--- src/rtl/sr_latch_sequencer_if.sv ---
// Request bus for the SR latch sequencer: two requesters, each with valid/op/ready.
// Latency: none, this is wiring only.
// Backpressure: ready comes from the sequencer and is high only for the requester granted that cycle.
interface sr_latch_sequencer_if;
   logic req_a_valid;
   logic req_a_op;
   logic req_a_ready;
   logic req_b_valid;
   logic req_b_op;
   logic req_b_ready;

   // Requester side: drives operations, observes ready.
   modport master (
      output req_a_valid, req_a_op, req_b_valid, req_b_op,
      input  req_a_ready, req_b_ready
   );

   // Sequencer side: observes operations, returns ready.
   modport slave (
      input  req_a_valid, req_a_op, req_b_valid, req_b_op,
      output req_a_ready, req_b_ready
   );
endinterface

--- src/rtl/sr_latch_sequencer.sv ---
// Pulses an external SR latch for set/reset operations from two round-robin requesters and checks q afterwards.
// Latency: PULSE_W + SETTLE_W + 1 cycles from acceptance to the return to IDLE; done is high in the last of them.
// Backpressure: one operation at a time; ready is low while busy and requests are neither queued nor remembered.
module sr_latch_sequencer #(
   parameter int PULSE_W  = 4,
   parameter int SETTLE_W = 3
) (
   input  logic                  clk,
   input  logic                  rst,
   sr_latch_sequencer_if.slave   req,
   output logic                  s_out,
   output logic                  r_out,
   input  logic                  q_in,
   input  logic                  qb_in,
   input  logic                  fault_clr,
   output logic                  busy,
   output logic                  done,
   output logic                  last_q,
   output logic                  fault,
   output logic [7:0]            err_cnt
);

   localparam logic [1:0] ST_IDLE   = 2'd0;
   localparam logic [1:0] ST_PULSE  = 2'd1;
   localparam logic [1:0] ST_SETTLE = 2'd2;
   localparam logic [1:0] ST_DONE   = 2'd3;

   // Counters run down to zero, so they are loaded with the cycle count minus one.
   localparam logic [7:0] PULSE_LAST  = 8'(PULSE_W - 1);
   localparam logic [7:0] SETTLE_LAST = 8'(SETTLE_W - 1);

   logic [1:0] r_state;
   logic [7:0] r_cnt;
   logic       r_op;
   logic       r_last_b;     // 1 when B was granted most recently; reset to 1 so A wins the first tie
   logic       r_s;
   logic       r_r;
   logic       r_q_meta;
   logic       r_q_sync;
   logic       r_qb_meta;
   logic       r_qb_sync;
   logic       r_last_q;
   logic       r_fault;
   logic [7:0] r_err_cnt;

   logic w_idle;
   logic w_grant_a;
   logic w_grant_b;
   logic w_accept;
   logic w_accept_op;
   logic w_check_now;
   logic w_check_pass;

   assign w_idle    = (r_state == ST_IDLE);
   assign w_grant_a = w_idle & req.req_a_valid & (~req.req_b_valid | r_last_b);
   assign w_grant_b = w_idle & req.req_b_valid & (~req.req_a_valid | ~r_last_b);
   assign w_accept  = w_grant_a | w_grant_b;
   assign w_accept_op = w_grant_a ? req.req_a_op : req.req_b_op;

   // The check fires on the last SETTLE edge. A latch that reads q == qb fails either way.
   assign w_check_now  = (r_state == ST_SETTLE) && (r_cnt == 8'd0);
   assign w_check_pass = (r_q_sync == r_op) && (r_qb_sync == ~r_op);

   assign req.req_a_ready = w_grant_a;
   assign req.req_b_ready = w_grant_b;

   assign s_out   = r_s;
   assign r_out   = r_r;
   assign busy    = ~w_idle;
   assign done    = (r_state == ST_DONE);
   assign last_q  = r_last_q;
   assign fault   = r_fault;
   assign err_cnt = r_err_cnt;

   // Two-flop synchronizers for the latch outputs, which are asynchronous to clk.
   always_ff @(posedge clk) begin
      if (rst) begin
         r_q_meta  <= 1'b0;
         r_q_sync  <= 1'b0;
         r_qb_meta <= 1'b0;
         r_qb_sync <= 1'b0;
      end else begin
         r_q_meta  <= q_in;
         r_q_sync  <= r_q_meta;
         r_qb_meta <= qb_in;
         r_qb_sync <= r_qb_meta;
      end
   end

   // Operation sequencing: accept, drive the pulse, settle, then flag done for one cycle.
   always_ff @(posedge clk) begin
      if (rst) begin
         r_state  <= ST_IDLE;
         r_cnt    <= 8'd0;
         r_op     <= 1'b0;
         r_last_b <= 1'b1;
         r_s      <= 1'b0;
         r_r      <= 1'b0;
      end else begin
         case (r_state)
            ST_IDLE: begin
               if (w_accept) begin
                  r_state  <= ST_PULSE;
                  r_cnt    <= PULSE_LAST;
                  r_op     <= w_accept_op;
                  r_last_b <= w_grant_b;
                  r_s      <= w_accept_op;
                  r_r      <= ~w_accept_op;
               end
            end
            ST_PULSE: begin
               if (r_cnt == 8'd0) begin
                  r_state <= ST_SETTLE;
                  r_cnt   <= SETTLE_LAST;
                  r_s     <= 1'b0;
                  r_r     <= 1'b0;
               end else begin
                  r_cnt <= r_cnt - 8'd1;
               end
            end
            ST_SETTLE: begin
               if (r_cnt == 8'd0) begin
                  r_state <= ST_DONE;
               end else begin
                  r_cnt <= r_cnt - 8'd1;
               end
            end
            default: begin
               r_state <= ST_IDLE;
            end
         endcase
      end
   end

   // Check results: capture q, and keep the sticky fault and the saturating error count.
   // A failure on the same edge as fault_clr takes priority and restarts the count at one.
   always_ff @(posedge clk) begin
      if (rst) begin
         r_last_q  <= 1'b0;
         r_fault   <= 1'b0;
         r_err_cnt <= 8'd0;
      end else begin
         if (w_check_now) begin
            r_last_q <= r_q_sync;
         end
         if (w_check_now && !w_check_pass) begin
            r_fault <= 1'b1;
            if (fault_clr) begin
               r_err_cnt <= 8'd1;
            end else if (r_err_cnt != 8'hFF) begin
               r_err_cnt <= r_err_cnt + 8'd1;
            end
         end else if (fault_clr) begin
            r_fault   <= 1'b0;
            r_err_cnt <= 8'd0;
         end
      end
   end

endmodule

--- src/flat_wrapper.sv ---
// flat-port wrapper written by rule: the top's interface ports become plain ports
module sr_latch_sequencer_flat 
#(
   parameter int PULSE_W  = 4,
   parameter int SETTLE_W = 3
)
  (clk, rst, s_out, r_out, q_in, qb_in, fault_clr, busy, done, last_q, fault, err_cnt, req_req_a_valid, req_req_a_op, req_req_b_valid, req_req_b_op, req_req_a_ready, req_req_b_ready);
  sr_latch_sequencer_if req_i ();
  input  logic clk;
  input  logic rst;
  output logic s_out;
  output logic r_out;
  input  logic q_in;
  input  logic qb_in;
  input  logic fault_clr;
  output logic busy;
  output logic done;
  output logic last_q;
  output logic fault;
  output logic [7:0] err_cnt;
  input wire logic [$bits(req_i.req_a_valid)-1:0] req_req_a_valid;
  input wire logic [$bits(req_i.req_a_op)-1:0] req_req_a_op;
  input wire logic [$bits(req_i.req_b_valid)-1:0] req_req_b_valid;
  input wire logic [$bits(req_i.req_b_op)-1:0] req_req_b_op;
  output wire logic [$bits(req_i.req_a_ready)-1:0] req_req_a_ready;
  output wire logic [$bits(req_i.req_b_ready)-1:0] req_req_b_ready;
  assign req_i.req_a_valid = req_req_a_valid;
  assign req_i.req_a_op = req_req_a_op;
  assign req_i.req_b_valid = req_req_b_valid;
  assign req_i.req_b_op = req_req_b_op;
  assign req_req_a_ready = req_i.req_a_ready;
  assign req_req_b_ready = req_i.req_b_ready;
  sr_latch_sequencer #(.PULSE_W(PULSE_W), .SETTLE_W(SETTLE_W)) u_core (.clk(clk), .rst(rst), .req(req_i), .s_out(s_out), .r_out(r_out), .q_in(q_in), .qb_in(qb_in), .fault_clr(fault_clr), .busy(busy), .done(done), .last_q(last_q), .fault(fault), .err_cnt(err_cnt));
endmodule
--- config.mk ---
export PLATFORM = sky130hd
export DESIGN_NAME = sr_latch_sequencer_flat
export DESIGN_NICKNAME = d
export VERILOG_FILES = /design/src/rtl/sr_latch_sequencer_if.sv /design/src/rtl/sr_latch_sequencer.sv /design/src/flat_wrapper.sv
export SDC_FILE = /design/constraint.sdc
export NUM_CORES = 1
export LEC_CHECK = 0
export ABC_CLOCK_PERIOD_IN_PS = 2800
export CAP_MARGIN = 20
export CORE_ASPECT_RATIO = 1.1
export CORE_MARGIN = 3
export CORE_UTILIZATION = 50
export DETAILED_ROUTE_END_ITERATION = 16
export PLACE_DENSITY = 0.79
export SYNTH_ARGS = -nofsm -noshare
export SYNTH_HDL_FRONTEND = slang
export SYNTH_SLANG_ARGS = --single-unit
--- constraint.sdc ---
create_clock -name clk -period 2.8 [get_ports clk]
set_clock_uncertainty 0.2 [all_clocks]
set_input_delay 0.56 -clock clk [delete_from_list [all_inputs] [get_ports clk]]
set_output_delay 0.56 -clock clk [all_outputs]
set_load 0.005 [all_outputs]
Word level (Yosys, flattened, before mapping)
Index checks and enable logic that the tools add are counted.

Input port bits: 9. Memories: 0. Bits in read-only memories: 0. Bits in latches: 0. Output and inout port bits: 16. Memory bits (writable): 0. Register bits: 28.

Order comparisons: 0. Multiplexer cells: 20. Add/sub/neg operators: 2. Multiply operators: 0. Shift operators: 0. Divide/modulo/power cells: 0. Bitwise operators: 13. Reduce and logical (&&, ||, !) cells: 15. Eq/ne operators: 10.

Operators with widths (number): $mux 8 (7); $pmux 8 s3 (1); $reduce_and 3->1 (3); $add 8x1->8 const B (1); $logic_not 8->1 (1); $ne 8x8->1 const B (1); $sub 8x1->8 const B (1); $mux 1 (6); $mux 2 (3); $ne 2x2->1 const B (3); $not 1->1 (6); $pmux 2 s3 (1); $reduce_bool 2->1 (3); $and 1x1->1 (4); $eq 2x2->1 const B (2); $pmux 1 s2 (2); $reduce_and 2->1 (2); $logic_and 1x1->1 (3); $or 1x1->1 (3); $reduce_bool 3->1 (1); $eq 1x1->1 (2); $eq 2x1->1 const B (1); $logic_not 2->1 (1); $ne 2x1->1 const B (1); $logic_not 1->1 (1).

Longest topological paths before layout
Gate-level depths: netlist (run 1).

Depth after elaboration: 7. Gate-level depth with buffers: 7. Gate-level depth less buffers: 6.

Worst setup path after synthesis (run 1)
No wires, ideal clock.

Path kind: flip-flop to flip-flop. Start: register u_core.r_state[0]. End: register u_core.r_cnt[7]. Data arrival time: 1.987 ns. Data required time: 2.521 ns. Library setup time: 0.079 ns. Path slack: 0.534 ns. Cell stages (with the launch flop): 7. Path buffers: 0. Path through: dfxtp_1 inv_1 ha_1 nor3b_4 or4_1 or4b_1 a211oi_2.

Cells in the longest elaborated chain, start to end: 6.

RTL lines: start, declared (RTL line sr_latch_sequencer.sv:32) `logic [1:0] r_state;`; start signal, assigned (RTL line sr_latch_sequencer.sv:93) `r_state <= ST_IDLE;`; start signal, assigned (RTL line sr_latch_sequencer.sv:103) `r_state <= ST_PULSE;`; start signal, assigned (RTL line sr_latch_sequencer.sv:113) `r_state <= ST_SETTLE;`; $logic_not 2->1 (RTL line sr_latch_sequencer.sv:54, sr_latch_sequencer.sv:100); $and 1x1->1 (on tied branches) (2 in a row) (RTL line sr_latch_sequencer.sv:55, sr_latch_sequencer.sv:56); $or 1x1->1 (RTL line sr_latch_sequencer.sv:57) `assign w_accept = w_grant_a | w_grant_b;`; $ne 2x2->1 (no line); $reduce_and 3->1 (no line); end signal, assigned (RTL line sr_latch_sequencer.sv:118) `r_cnt <= r_cnt - 8'd1;`; end signal, assigned (RTL line sr_latch_sequencer.sv:125) `r_cnt <= r_cnt - 8'd1;`; end, declared (RTL line sr_latch_sequencer.sv:33) `logic [7:0] r_cnt;`.

Parallel ways exist; a longest one is shown, timed or not. A chain may end at the register's enable or synchronous reset.

Worst setup path in the final report (run 1)
Start: input req_req_a_valid. End: output req_req_a_ready.

Cells in the longest elaborated chain, start to end: 2.

RTL lines: start, declared (RTL line flat_wrapper.sv:21) `input wire logic [$bits(req_i.req_a_valid)-1:0] req_req_a_valid;`; $and 1x1->1 (2 in a row) (RTL line sr_latch_sequencer.sv:55) `assign w_grant_a = w_idle & req.req_a_valid & (~req.req_b_valid | r_last_b);`; end, declared (RTL line flat_wrapper.sv:25) `output wire logic [$bits(req_i.req_a_ready)-1:0] req_req_a_ready;`.

Every way passes these cells.

==> run summary, run 1 <==
CP Launch Type: input pin
Critical path origin: req_req_a_valid
minimum clock period after layout: 2.69 ns
Power Density: 833 nW/um^2
hold_ws: 0.267 ns
FP Rows: 20
die extent in y: 63.7 um
Mapped Area: 1520 um^2
gr usage total: 0.202
hold path start: u_core.r_qb_meta
slew margin rel.: 0.527
Inserted Clock Buffers: 3
Port Buffers: 24
Root Buffer: clkbuf_4
endpoint class of the critical path: output port
first-iteration detailed-routing DRC count: 89
Post-Synthesis Cells: 172
area delta synth->final: 22.7%
Detailed Place HPWL: 2650 um
crit path max fanout: 4
Critical Setup Path Class: input pin to output port
crit path cell chain: clkdlybuf4s50_1, nand2_1, a21oi_1, clkdlybuf4s50_1
P_leak: 0.698 nW
Core ar.: 2830 um^2
Avg Synthesized Cell Area: 8.81 um^2
Antenna Diode Count: 0
Clock Power Share: 0.174
Pint: 0.969 mW
cts-stage hold buffer count: 0
first-pass GRT wire length: 5910 um
cts repair resizes: 0
count leader, synth: dfxtp_1
Sink Count: 28
Switching Share: 0.374
Tcrit/Tclk final: 0.962
Final Hold Vio Count: 0
Clock Pin Slew Worst Setup and Hold Paths: 0.16 ns
EDFF count, synth: 0
share of the synthesized area in the top cell type: 0.370
Max Cap Viol: 0
critical path's largest stage delay: 0.57 ns
H-tree depth: 1
final setup TNS: 0 ns
status: finished clean
RSZ-0062 raised after global routing: false
flop and latch count out of synthesis: 28
CP arrival: 1.93 ns
Most Frequent Cell on Critical Path: clkdlybuf4s50_1
Synth area leaders: dfxtp_1, a21oi_1, ha_1, nand2_1, a211oi_1
Setup Buffers After CTS: 0
vias per cell: 6.20
First-pass DRT Iterations: 4
post-synth cell types: 51
residual DRC count: 0
number of synthesis warnings: 0
Sequential Power Share: 0.355
Max rail drop VDD: 0.000662 V
Critical Path RT: 2.04 ns
CTS max path bufs: 2
Synth top cells by count: dfxtp_1, a21oi_1, nand2_1, inv_1, nor2_1
fin nets: 216
GRT overflow: 0
FMAX: 0.371 GHz
Syn Nets: 187
worst hold path type: flop to flop
largest net degree at the start of global routing: 17
total die area: 3730 um^2
critical path's slowest cell: clkdlybuf4s50_1
layout cells sized above 1: 0.105
Placed Instances: 228
area leader, netlist: dfxtp_1
worst r2r src: u_core.r_state[0]
Clk Latency, worst-skew pair: 0.33 ns
net switching power: 0.580 mW
Main synth FF type: dfxtp_1
combinational power share: 0.471
GPL Wtd Cong: 0.776
wire length per cell: 15.1 um
Seq/Total Area, Yosys: 0.370
Routed WL: 3530 um
via count: 1444
worst slew pin tran: 0.701 ns
fin. max-slew vios: 0
# setup viols final: 0
asr flop ratio synth: 0
final core utilization: 0.658
Initial Utilization: 0.536
initial antenna violation count: 0
# IOs: 25
ANT nets after route: 0
Die Wd: 58.5 um
CTS tree: done
fin cells: 233
vias in the first global route: 1331
## critical path: cells and delay by family
kind,cells,cell delay (ns)
buffers and inverters,2,1.10
AND/OR/NAND/NOR,1,0.11
AO/OA/AOI/OAI,1,0.17
## path summary, 6_finish.rpt
check	end	slack, ns	depth (start not counted)
hold / removal	u_core.r_qb_sync	0.27	1
setup reg to reg	u_core.r_cnt[5]	0.32	6
hold reg to reg	u_core.r_qb_sync	0.27	1
setup / recovery	req_req_a_ready	0.11	4
## area by class of cell
class,count,area [um^2]
multi-input combinational,128,892
inverter,12,45.0
timing repair buffer,28,268
clock buffer,3,22.5
fill,243,968
clock inverter,1,30.0
tap,33,41.3
sequential,28,561
## flip-flops by register name, indices dropped and copies added, names as in the netlist
name / cells
u_core.err_cnt: 8
u_core.r_cnt: 8
u_core.r_state: 2
u_core.fault: 1
u_core.last_q: 1
u_core.r_last_b: 1
u_core.r_op: 1
u_core.r_out: 1
u_core.r_q_meta: 1
u_core.r_q_sync: 1
u_core.r_qb_meta: 1
u_core.r_qb_sync: 1
u_core.s_out: 1
## cells in the final DEF, fill, tap and decap left out, types with 2 or more instances in the layout
master	synthesis	routed
dfxtp_1	28	28
clkdlybuf4s50_1	0	24
nand2_1	16	16
a21oi_1	16	16
inv_1	12	12
nor2_1	11	11
a211oi_1	7	7
o21ai_0	6	6
ha_1	6	6
nand3_1	4	4
nor3_1	4	4
or4_1	4	4
nor2b_1	4	4
mux2i_1	3	3
o31ai_1	3	3
clkbuf_4	0	3
buf_4	0	3
and4_1	2	2
nand4_1	2	2
nor3b_1	2	2
o41ai_1	2	2
or4b_1	2	2
o211ai_1	2	2
or3_2	2	2
o2bb2ai_1	2	2
a311oi_1	2	2
## per-stage QoR
step                      instance area (um^2)  power [mW]  worst slack, ns
after floorplan                           1520        1.06            0.534
after global placement                    1800        1.23            0.137
after detailed placement                  1800        1.27           0.0349
after CTS                                 1850        1.54            0.105
after global routing                      1860        1.66           0.0497
final                                     1860        1.55            0.107
## cell families after synthesis
logic type / Yosys count / share of synthesized area
simple gates: 68 / 0.282
compound gates: 50 / 0.230
flops: 28 / 0.370
buf+inv: 16 / 0.0413
fa+ha+maj: 6 / 0.0495
mux: 4 / 0.0273
## routing by layer
metal / wire [um] / share of wire / global-route usage / up-vias
met4: 57 / 0.016 / 0.0899 / 0
li1: - / - / - / 713
met1: 1520 / 0.43 / 0.248 / 674
met5: 0 / 0 / 0 / -
met2: 1770 / 0.50 / 0.339 / 51
met3: 181 / 0.051 / 0.0323 / 6
## power by group through the flow
stage,clock network (mW),registers [mW],logic [mW]
2_1_floorplan,0,0.538,0.517
3_3_place_gp,0,0.550,0.677
3_5_place_dp,0,0.556,0.711
4_1_cts,0.276,0.548,0.719
5_1_grt,0.289,0.562,0.804
6_report,0.269,0.551,0.729
No activity file was read; power rests on OpenSTA's default activity.
==> run 2: changes to the inputs <==
--- a/config.mk
+++ b/config.mk
@@ -9,9 +9,10 @@
 export CAP_MARGIN = 20
 export CORE_ASPECT_RATIO = 1.1
 export CORE_MARGIN = 3
-export CORE_UTILIZATION = 50
+export CORE_UTILIZATION = 44
 export DETAILED_ROUTE_END_ITERATION = 16
-export PLACE_DENSITY = 0.79
+export GPL_TIMING_DRIVEN = 0
+export PLACE_DENSITY = 0.71
 export SYNTH_ARGS = -nofsm -noshare
 export SYNTH_HDL_FRONTEND = slang
 export SYNTH_SLANG_ARGS = --single-unit
==> run summary, run 2 (synthesized netlist as in run 1, its figures left out) <==
status: finished clean (unchanged)
most frequent cells in the layout: dfxtp_1, clkdlybuf4s50_1, nand2_1, a21oi_1, inv_1 (unchanged)
Power Density: 822 nW/um^2 (was 833 nW/um^2)
First-pass DRT Iterations: 5 (was 4)
gr usage total: 0.182 (was 0.202)
CTS max path bufs: 2 (unchanged)
combinational power share: 0.470 (was 0.471)
GR met2 Demand/Resource: 0.307 (was 0.339)
endpoint class of the critical path: output port (unchanged)
total die area: 4180 um^2 (was 3730 um^2)
critical path's largest stage delay: 0.56 ns (was 0.57 ns)
# IOs: 25 (unchanged)
wire length per cell: 13.9 um (was 15.1 um)
final setup TNS: 0 ns (unchanged)
CP Launch Type: input pin (unchanged)
Final Hold Vio Count: 0 (unchanged)
Critical Path RT: 2.04 ns (about the same)
worst slew pin tran: 0.681 ns (was 0.701 ns)
Clock Pin Slew Worst Setup and Hold Paths: 0.15 ns (was 0.16 ns)
layout cells sized above 1: 0.105 (unchanged)
Max Cap Viol: 0 (unchanged)
first-pass GRT wire length: 5790 um (was 5910 um)
Inserted Clock Buffers: 3 (unchanged)
DP Area: 1800 um^2 (about the same)
Routed WL: 3420 um (was 3530 um)
Most Frequent Cell on Critical Path: clkdlybuf4s50_1 (unchanged)
CP arrival: 1.95 ns (was 1.93 ns)
ANT nets after route: 0 (unchanged)
Power, Total: 1.53 mW (was 1.55 mW)
Switching Share: 0.371 (was 0.374)
GPL Wtd Cong: 0.864 (was 0.776)
Die Wd: 62.0 um (was 58.5 um)
Max rail drop VDD: 0.000533 V (was 0.000662 V)
Critical Setup Path Class: input pin to output port (unchanged)
die extent in y: 67.5 um (was 63.7 um)
vias per cell: 5.68 (was 6.20)
Sink Count: 28 (unchanged)
CTS tree: done (unchanged)
first-iteration detailed-routing DRC count: 93 (was 89)
Root Buffer: clkbuf_4 (unchanged)
Tcrit/Tclk final: 0.968 (was 0.962)
# setup viols final: 0 (unchanged)
net switching power: 0.569 mW (was 0.580 mW)
area delta synth->final: 23.0% (was 22.7%)
initial antenna violation count: 0 (unchanged)
worst hold path type: flop to flop (unchanged)
Detailed Place HPWL: 2550 um (was 2650 um)
RSZ-0062 raised after global routing: false (unchanged)
slew margin rel.: 0.541 (was 0.527)
Pint: 0.963 mW (was 0.969 mW)
Core ar.: 3180 um^2 (was 2830 um^2)
P_leak: 0.692 nW (was 0.698 nW)
largest net degree at the start of global routing: 17 (unchanged)
crit path cell chain: clkdlybuf4s50_1, nand2_1, a21oi_2, clkdlybuf4s50_1 (was clkdlybuf4s50_1, nand2_1, a21oi_1, clkdlybuf4s50_1)
FP Rows: 21 (was 20)
Reg area: 561 um^2 (unchanged)
Initial Utilization: 0.477 (was 0.536)
layer with the highest usage: met2 (unchanged)
most common cell after layout, fill and taps aside: dfxtp_1 (unchanged)
fin nets: 216 (unchanged)
Clk Latency, worst-skew pair: 0.34 ns (was 0.33 ns)
hold_ws: 0.259 ns (was 0.267 ns)
fin. max-slew vios: 0 (unchanged)
Sequential Power Share: 0.356 (was 0.355)
H-tree depth: 1 (unchanged)
Antenna Diode Count: 0 (unchanged)
FMAX: 0.369 GHz (was 0.371 GHz)
critical path's slowest cell: clkdlybuf4s50_1 (unchanged)
Clock Power Share: 0.174 (about the same)
via count: 1397 (was 1444)
vias in the first global route: 1336 (was 1331)
crit path max fanout: 4 (unchanged)
GRT overflow: 0 (unchanged)
Multi-input gate area: 896 um^2 (was 892 um^2)
minimum clock period after layout: 2.71 ns (was 2.69 ns)
residual DRC count: 0 (unchanged)
met1 GRT Util: 0.227 (was 0.248)
met3 Use GR: 0.0344 (was 0.0323)
fillers: 296 (was 243)
Port Buffers: 23 (was 24)
cts-stage hold buffer count: 0 (unchanged)
final instance area: 1860 um^2 (about the same)
-- run 2: worst max-delay path: cells and delay by family --
kind	cells	cell delay, ns
buf+inv	2	1.09
compound gates	1	0.17
simple gates	1	0.13
-- run 2: power by group through the flow --
stage                     Combinational (mW)  Sequential [mW]  Clock (mW)
after floorplan                        0.517            0.538           0
after global placement                 0.677            0.548           0
after detailed placement               0.707            0.552           0
after CTS                              0.712            0.544       0.269
after global routing                   0.810            0.556       0.285
final                                  0.720            0.545       0.266
-- run 2: cell type report --
cell class	instances	area share
timing repair buffer	24	0.126
buffer	4	0.00940
inverter	12	0.0242
tap	46	0.0309
clock buffer	3	0.0121
clock inverter	1	0.0161
multi-input combinational	128	0.481
sequential	28	0.301
-- run 2: path summary, 6_finish.rpt --
check                                      start          endpoint  slack (ns)  depth (start not counted)
worst max-delay path             req_req_a_valid   req_req_a_ready        0.09                          4
worst min-delay path            u_core.r_qb_meta  u_core.r_qb_sync        0.26                          1
worst min register to register  u_core.r_qb_meta  u_core.r_qb_sync        0.26                          1
worst max register to register   u_core.r_cnt[0]   u_core.r_cnt[2]        0.35                          8
-- run 2: repair_timing --
item                                    CTS  global route
gates resized for setup                   0             1
buffers inserted                          0             0
endpoints found under the setup margin    0             1
-- run 2: metal layers --
metal | vias up | share of wire
met3 | 5 | 0.030
met1 | 648 | 0.46
met2 | 30 | 0.50
li1 | 714 | -
met4 | 0 | 0.011
met5 | - | 0
-- run 2: metrics by stage --
stage / utilization / setup slack [ns] / std cells
after floorplan: - / 0.534 / 172
after global placement: 0.567 / 0.0726 / 241
after detailed placement: 0.567 / 0.0336 / 241
after CTS: 0.584 / 0.0607 / 245
after global routing: 0.586 / 0.0292 / 246
final: 0.586 / 0.0886 / 246
==> edit 1: new RTL, config.mk and constraints of run 2 <==
Reset style: asynchronous (`rst`), changed in 3 clocked blocks.
--- a/src/rtl/sr_latch_sequencer.sv
+++ b/src/rtl/sr_latch_sequencer.sv
@@ -75,3 +75,3 @@
    // Two-flop synchronizers for the latch outputs, which are asynchronous to clk.
-   always_ff @(posedge clk) begin
+   always_ff @(posedge clk or posedge rst) begin
       if (rst) begin
@@ -90,3 +90,3 @@
    // Operation sequencing: accept, drive the pulse, settle, then flag done for one cycle.
-   always_ff @(posedge clk) begin
+   always_ff @(posedge clk or posedge rst) begin
       if (rst) begin
@@ -136,3 +136,3 @@
    // A failure on the same edge as fault_clr takes priority and restarts the count at one.
-   always_ff @(posedge clk) begin
+   always_ff @(posedge clk or posedge rst) begin
       if (rst) begin
Formal check against the unedited RTL: differs if rst is asserted again (counterexample within 4 cycles, from zero or initial values and one cycle with rst high); with rst held inactive, the same outputs for 10 cycles.
==> edit 1 against run 2 <==
  * First-iteration DRC count shrank 60%
  * Via count is essentially flat
  * Sequential cell count is the same
  * Critical path depth is the same
  * Synthesized cell count shrank 4.7%
  * Final area grew 10%
  * Count of clock-buffer cells in the layout is the same
  * Cell count shrank 2.4%
  * Wire length grew 1.3%
  * Worst setup slack lost 0.015 ns
  * Synthesized area grew 10%
Power is not compared: it rests on default switching activity, and its combinational part moved more than twofold at a synthesized area within 25%.
==> edit 1: results (changes against run 2) <==
Status
  – Status: finished clean (unchanged)

Layout
  – Non-filler cells, final: 240 (was 246)
  – Layout cells sized above 1: 0.141 (was 0.105)
  – Final net count: 208 (was 216)

Global route
  – GRT Util Overall: 0.162 (was 0.182)
  – First-pass GRT wire length: 6000 microns (was 5790 microns)
  – Largest net degree at the start of global routing: 29 (was 17)
  – Vias in the first global route: 1326 (was 1336)
  – Met2 global-route usage: 0.255 (was 0.307)

Synthesis
  – Most used flip-flop cell after synthesis: dfrtp_1 (was dfxtp_1)
  – Multiplexer share of the synthesized area: 0.0128 (was 0.0273)
  – Syn nets: 179 (was 187)
  – Complex-gate fraction of the synthesized area: 0.205 (was 0.230)
  – FFs w/ async S/R, synth: 1.00 (was 0)
  – Unique masters post-synth: 55 (was 51)
  – Sequential-to-total area share from yosys stat: 0.421 (was 0.370)
  – Adder-cell share of the synthesized area: 0.0450 (was 0.0495)
  – Synth top area cells: dfrtp_1 41%, ha_1 4.5%, nor4b_4 2.9% (was dfxtp_1 37%, a21oi_1 5.3%, ha_1 5.0%)
  – Post-synth top cells: 27 x dfrtp_1, 10 x inv_1, 10 x nor2_1 (was 28 x dfxtp_1, 16 x a21oi_1, 16 x nand2_1)

Detailed routing
  – DRT iter0 DRCs: 37 (was 93)
  – First drt pass iteration count: 4 (was 5)
  – M1 WL: 1610 microns (was 1560 microns)

Placement
  – Placed instance area: 1960 sq um (was 1800 sq um)
  – Pre-CTS setup slack: 0.0765 ns (was 0.0336 ns)
  – Placer Congestion: 0.798 (was 0.864)
  – DP HPWL: 2600 microns (was 2550 microns)

Setup path
  – Crit path arrival time: 1.97 ns (was 1.95 ns)

Floorplan
  – Die footprint: 4570 sq um (was 4180 sq um)

STA
  – Slew margin rel.: 0.679 (was 0.541)
-- edit 1: cell types whose count changed after synthesis, sizes merged, moves of 3 or more --
cell | run 2 | this run
a211oi | 8 | 1
a21oi | 16 | 7
a22oi | 0 | 6
a31oi | 1 | 4
and2 | 0 | 8
dfrtp | 0 | 27
dfxtp | 28 | 0
nand2 | 16 | 8
nand2b | 0 | 3
nand3 | 4 | 7
nor4b | 1 | 4
or4 | 5 | 1
-- edit 1: critical path: cells and delay by family --
family | cells | cell delay (ns)
buf+inv | 2 | 1.06
simple gates | 2 | 0.34
-- edit 1: worst paths after layout --
kind                            cells after the start               from           endpoint  slack (ns)
worst min register to register                      0   u_core.r_qb_meta   u_core.r_qb_sync        0.17
worst min-delay path                                0   u_core.r_qb_meta   u_core.r_qb_sync        0.17
worst max-delay path                                4    req_req_a_valid    req_req_a_ready        0.07
max in group asynchronous                           3                rst  u_core.err_cnt[7]        1.81
min in group asynchronous                           2                rst    u_core.r_q_meta        0.21
worst max register to register                      7  u_core.r_state[0]  u_core.err_cnt[3]        0.57
-- edit 1: layout make-up --
cell class	count	area, sq um
Fill cell	317	1450
Clock inverter	1	30.0
Buffer	6	33.8
Multi-Input combinational cell	120	907
Timing Repair Buffer	24	258
Clock buffer	3	22.5
Inverter	10	37.5
Tap cell	48	60.1
Sequential cell	28	702
-- edit 1: through the flow --
stage,util,hold slack (ns)
2_1_floorplan,-,0.131
3_3_place_gp,0.560,0.137
3_5_place_dp,0.560,0.142
4_1_cts,0.575,0.177
5_1_grt,0.587,0.186
6_report,0.587,0.171
-- edit 1: power breakdown --
part | total [mW] | internal (mW) | leakage [nW] | switching (mW)
Combinational | 0.0318 | 0.0160 | 0.471 | 0.0157
Clock | 0.269 | 0.145 | 0.0279 | 0.124
Sequential | 0.409 | 0.408 | 0.353 | 0.00132
==> edit 2: new RTL, settings of run 2 <==
Without the edit above. Register the output `err_cnt` once more, cleared by the reset; this adds one clock of latency there. The other outputs are not delayed to match.
--- a/src/rtl/sr_latch_sequencer.sv
+++ b/src/rtl/sr_latch_sequencer.sv
@@ -72,3 +72,9 @@
    assign fault   = r_fault;
-   assign err_cnt = r_err_cnt;
+   always_ff @(posedge clk) begin
+      if (rst) begin
+         err_cnt <= '0;
+      end else begin
+         err_cnt <= r_err_cnt;
+      end
+   end
 
Function: changed (Yosys sat finds a counterexample within 10 cycles, from zero or initial values and one cycle with rst high).
==> edit 2 against run 2 <==
  * Synthesized area increased by 5.0%
  * Utilization decreased by 1.9 points
  * Sequential cell count increased by 8
  * Sequential share of layout area increased by 7.1 points
  * Register-to-register slack improved by 0.07 ns
  * Wire length decreased by 7.1%
  * Hold slack got worse by 0.0059 ns
  * Total power increased by 12%
  * Non-clock buffer count decreased by 1
  * Final area increased by 3.9%
  * Largest cell class unchanged
  * Worst setup slack improved by 0.024 ns
  * Critical endpoint unchanged
  * Count of clock-buffer cells in the layout increased by 2
  * Combinational power increased by 7.6%
  * Clock power increased by 5%
==> edit 2: results (changes against run 2) <==
Setup path
  – Slowest stage delay, CP: 0.55 ns
  – R2R Path Start: u_core.r_cnt[2] (was u_core.r_cnt[0])
  – CP delay by family, top: buffers and inverters (unchanged)
  – RR Endpoint: u_core.r_cnt[5] (was u_core.r_cnt[2])
  – R2R Setup Slk: 0.42 ns (was 0.35 ns)
  – Crit Path Max Fanout: 4 (unchanged)
  – Reg2reg path depth: 5 (was 8)
  – Crit path arrival time: 1.93 ns (was 1.95 ns)

Layout
  – N_diodes: 0 (unchanged)
  – Final net count: 223 (was 216)
  – Layout cells sized above 1: 0.0766 (was 0.105)

Synthesis
  – Adder-cell share of the synthesized area: 0.0472 (was 0.0495)
  – Multiplexer share of the synthesized area: 0.0323 (was 0.0273)
  – Unique masters post-synth: 44 (was 51)
  – Syn nets: 193 (was 187)
  – XOR/XNOR Fraction of Synth Area: 0.0386 (was 0)
  – Post-synth top cells: 36 x dfxtp_1, 25 x nor2_1, 14 x nand2_1 (was 28 x dfxtp_1, 16 x a21oi_1, 16 x nand2_1)
  – Synth top area cells: dfxtp_1 45%, nor2_1 5.9%, ha_1 4.7% (was dfxtp_1 37%, a21oi_1 5.3%, ha_1 5.0%)
  – Sequential-to-total area share from yosys stat: 0.453 (was 0.370)
  – Complex-gate fraction of the synthesized area: 0.113 (was 0.230)

Global route
  – GRT Util Overall: 0.162 (was 0.182)
  – Largest net degree at the start of global routing: 13 (was 17)
  – First-pass GRT wire length: 5550 microns (was 5790 microns)

Clocking
  – Post-CTS Setup Repair Bufs: 0 (unchanged)
  – Clk root buf: clkbuf_4 (unchanged)
  – Clk_lat worst skew: 0.36 ns (was 0.34 ns)
  – Total CTS buffers: 5 (was 3)
  – Maximum level of the CTS H-tree: 2 (was 1)
  – Clock transition at path regs: 0.11 ns (was 0.15 ns)

Placement
  – Placer Congestion: 0.772 (was 0.864)
  – DP HPWL: 2370 microns (was 2550 microns)

Status
  – Status: finished clean (unchanged)

Detailed routing
  – First drt pass iteration count: 4 (was 5)
  – DRT iter0 DRCs: 103 (was 93)
  – Via Count: 1317 (was 1397)
  – WL/cell: 12.4 microns (was 13.9 microns)

Pwr
  – Leak: 0.777 nW (was 0.692 nW)
  – Maximum vdd ir drop: 0.000484 V (was 0.000533 V)

Floorplan
  – Initial Util: 0.466 (was 0.477)

STA
  – Slew margin rel.: 0.548 (was 0.541)
edit 2: changes by cell type after synthesis, sizes merged, moves of 4 or more:
| cell | run 2 | this run |
|---|---|---|
| dfxtp | 28 | 36 |
| nor2 | 11 | 25 |
| o21ai | 6 | 2 |
| or4 | 5 | 1 |
| a21oi | 16 | 8 |
| a211oi | 8 | 2 |
| xor2 | 0 | 6 |
| nor2b | 4 | 11 |
edit 2: cell type report:
type / count / area (sq um)
repair buffers: 23 / 230
fillers: 327 / 1480
plain buffers: 4 / 15.0
flip-flops and latches: 36 / 721
inverters: 9 / 33.8
clock buffers: 5 / 37.5
well taps: 48 / 60.1
multi-input cells: 129 / 821
clock inverters: 3 / 18.8
edit 2: kinds of logic (layout without fill, tap and decap cells):
logic type,count (synthesis),in the layout
compound gates,25,25
xor+xnor,7,7
simple gates,86,86
flops,36,36
fa+ha+maj,6,6
buf+inv,13,44
mux,5,5
edit 2: worst min path at each step:
stage / from / to / slack, ns / cells past startpoint
finish: u_core.r_q_meta / u_core.r_q_sync / 0.25 / 1
global route: u_core.r_q_meta / u_core.r_q_sync / 0.27 / 1
CTS: u_core.r_qb_meta / u_core.r_qb_sync / 0.25 / 1
detailed placement: u_core.r_qb_meta / u_core.r_qb_sync / 0.23 / 1
global placement: u_core.r_qb_meta / u_core.r_qb_sync / 0.23 / 1
floorplan: u_core.r_q_meta / u_core.r_q_sync / 0.21 / 1
edit 2: where the power goes:
group | switching [mW] | internal, mW
Clock | 0.182 | 0.0962
Combinational | 0.413 | 0.362
Sequential | 0.0712 | 0.595
edit 2: layer usage:
metal / routed length, microns / GRT usage / vias to the layer above
li1: - / - / 686
met1: 1460 / 0.192 / 584
met2: 1490 / 0.254 / 37
met3: 146 / 0.0391 / 10
met4: 78 / 0.110 / 0
met5: 0 / 0 / -
edit 2: stage by stage:
stage / worst slack (ns) / power, mW / hold WS, ns / instance area, sq um / std cells
2_1_floorplan: 0.584 / 1.24 / 0.214 / 1590 / 178
3_3_place_gp: 0.126 / 1.42 / 0.226 / 1880 / 249
3_5_place_dp: 0.112 / 1.45 / 0.229 / 1880 / 249
4_1_cts: 0.109 / 1.73 / 0.250 / 1940 / 257
5_1_grt: 0.0273 / 1.86 / 0.270 / 1940 / 257
6_report: 0.113 / 1.72 / 0.253 / 1940 / 257
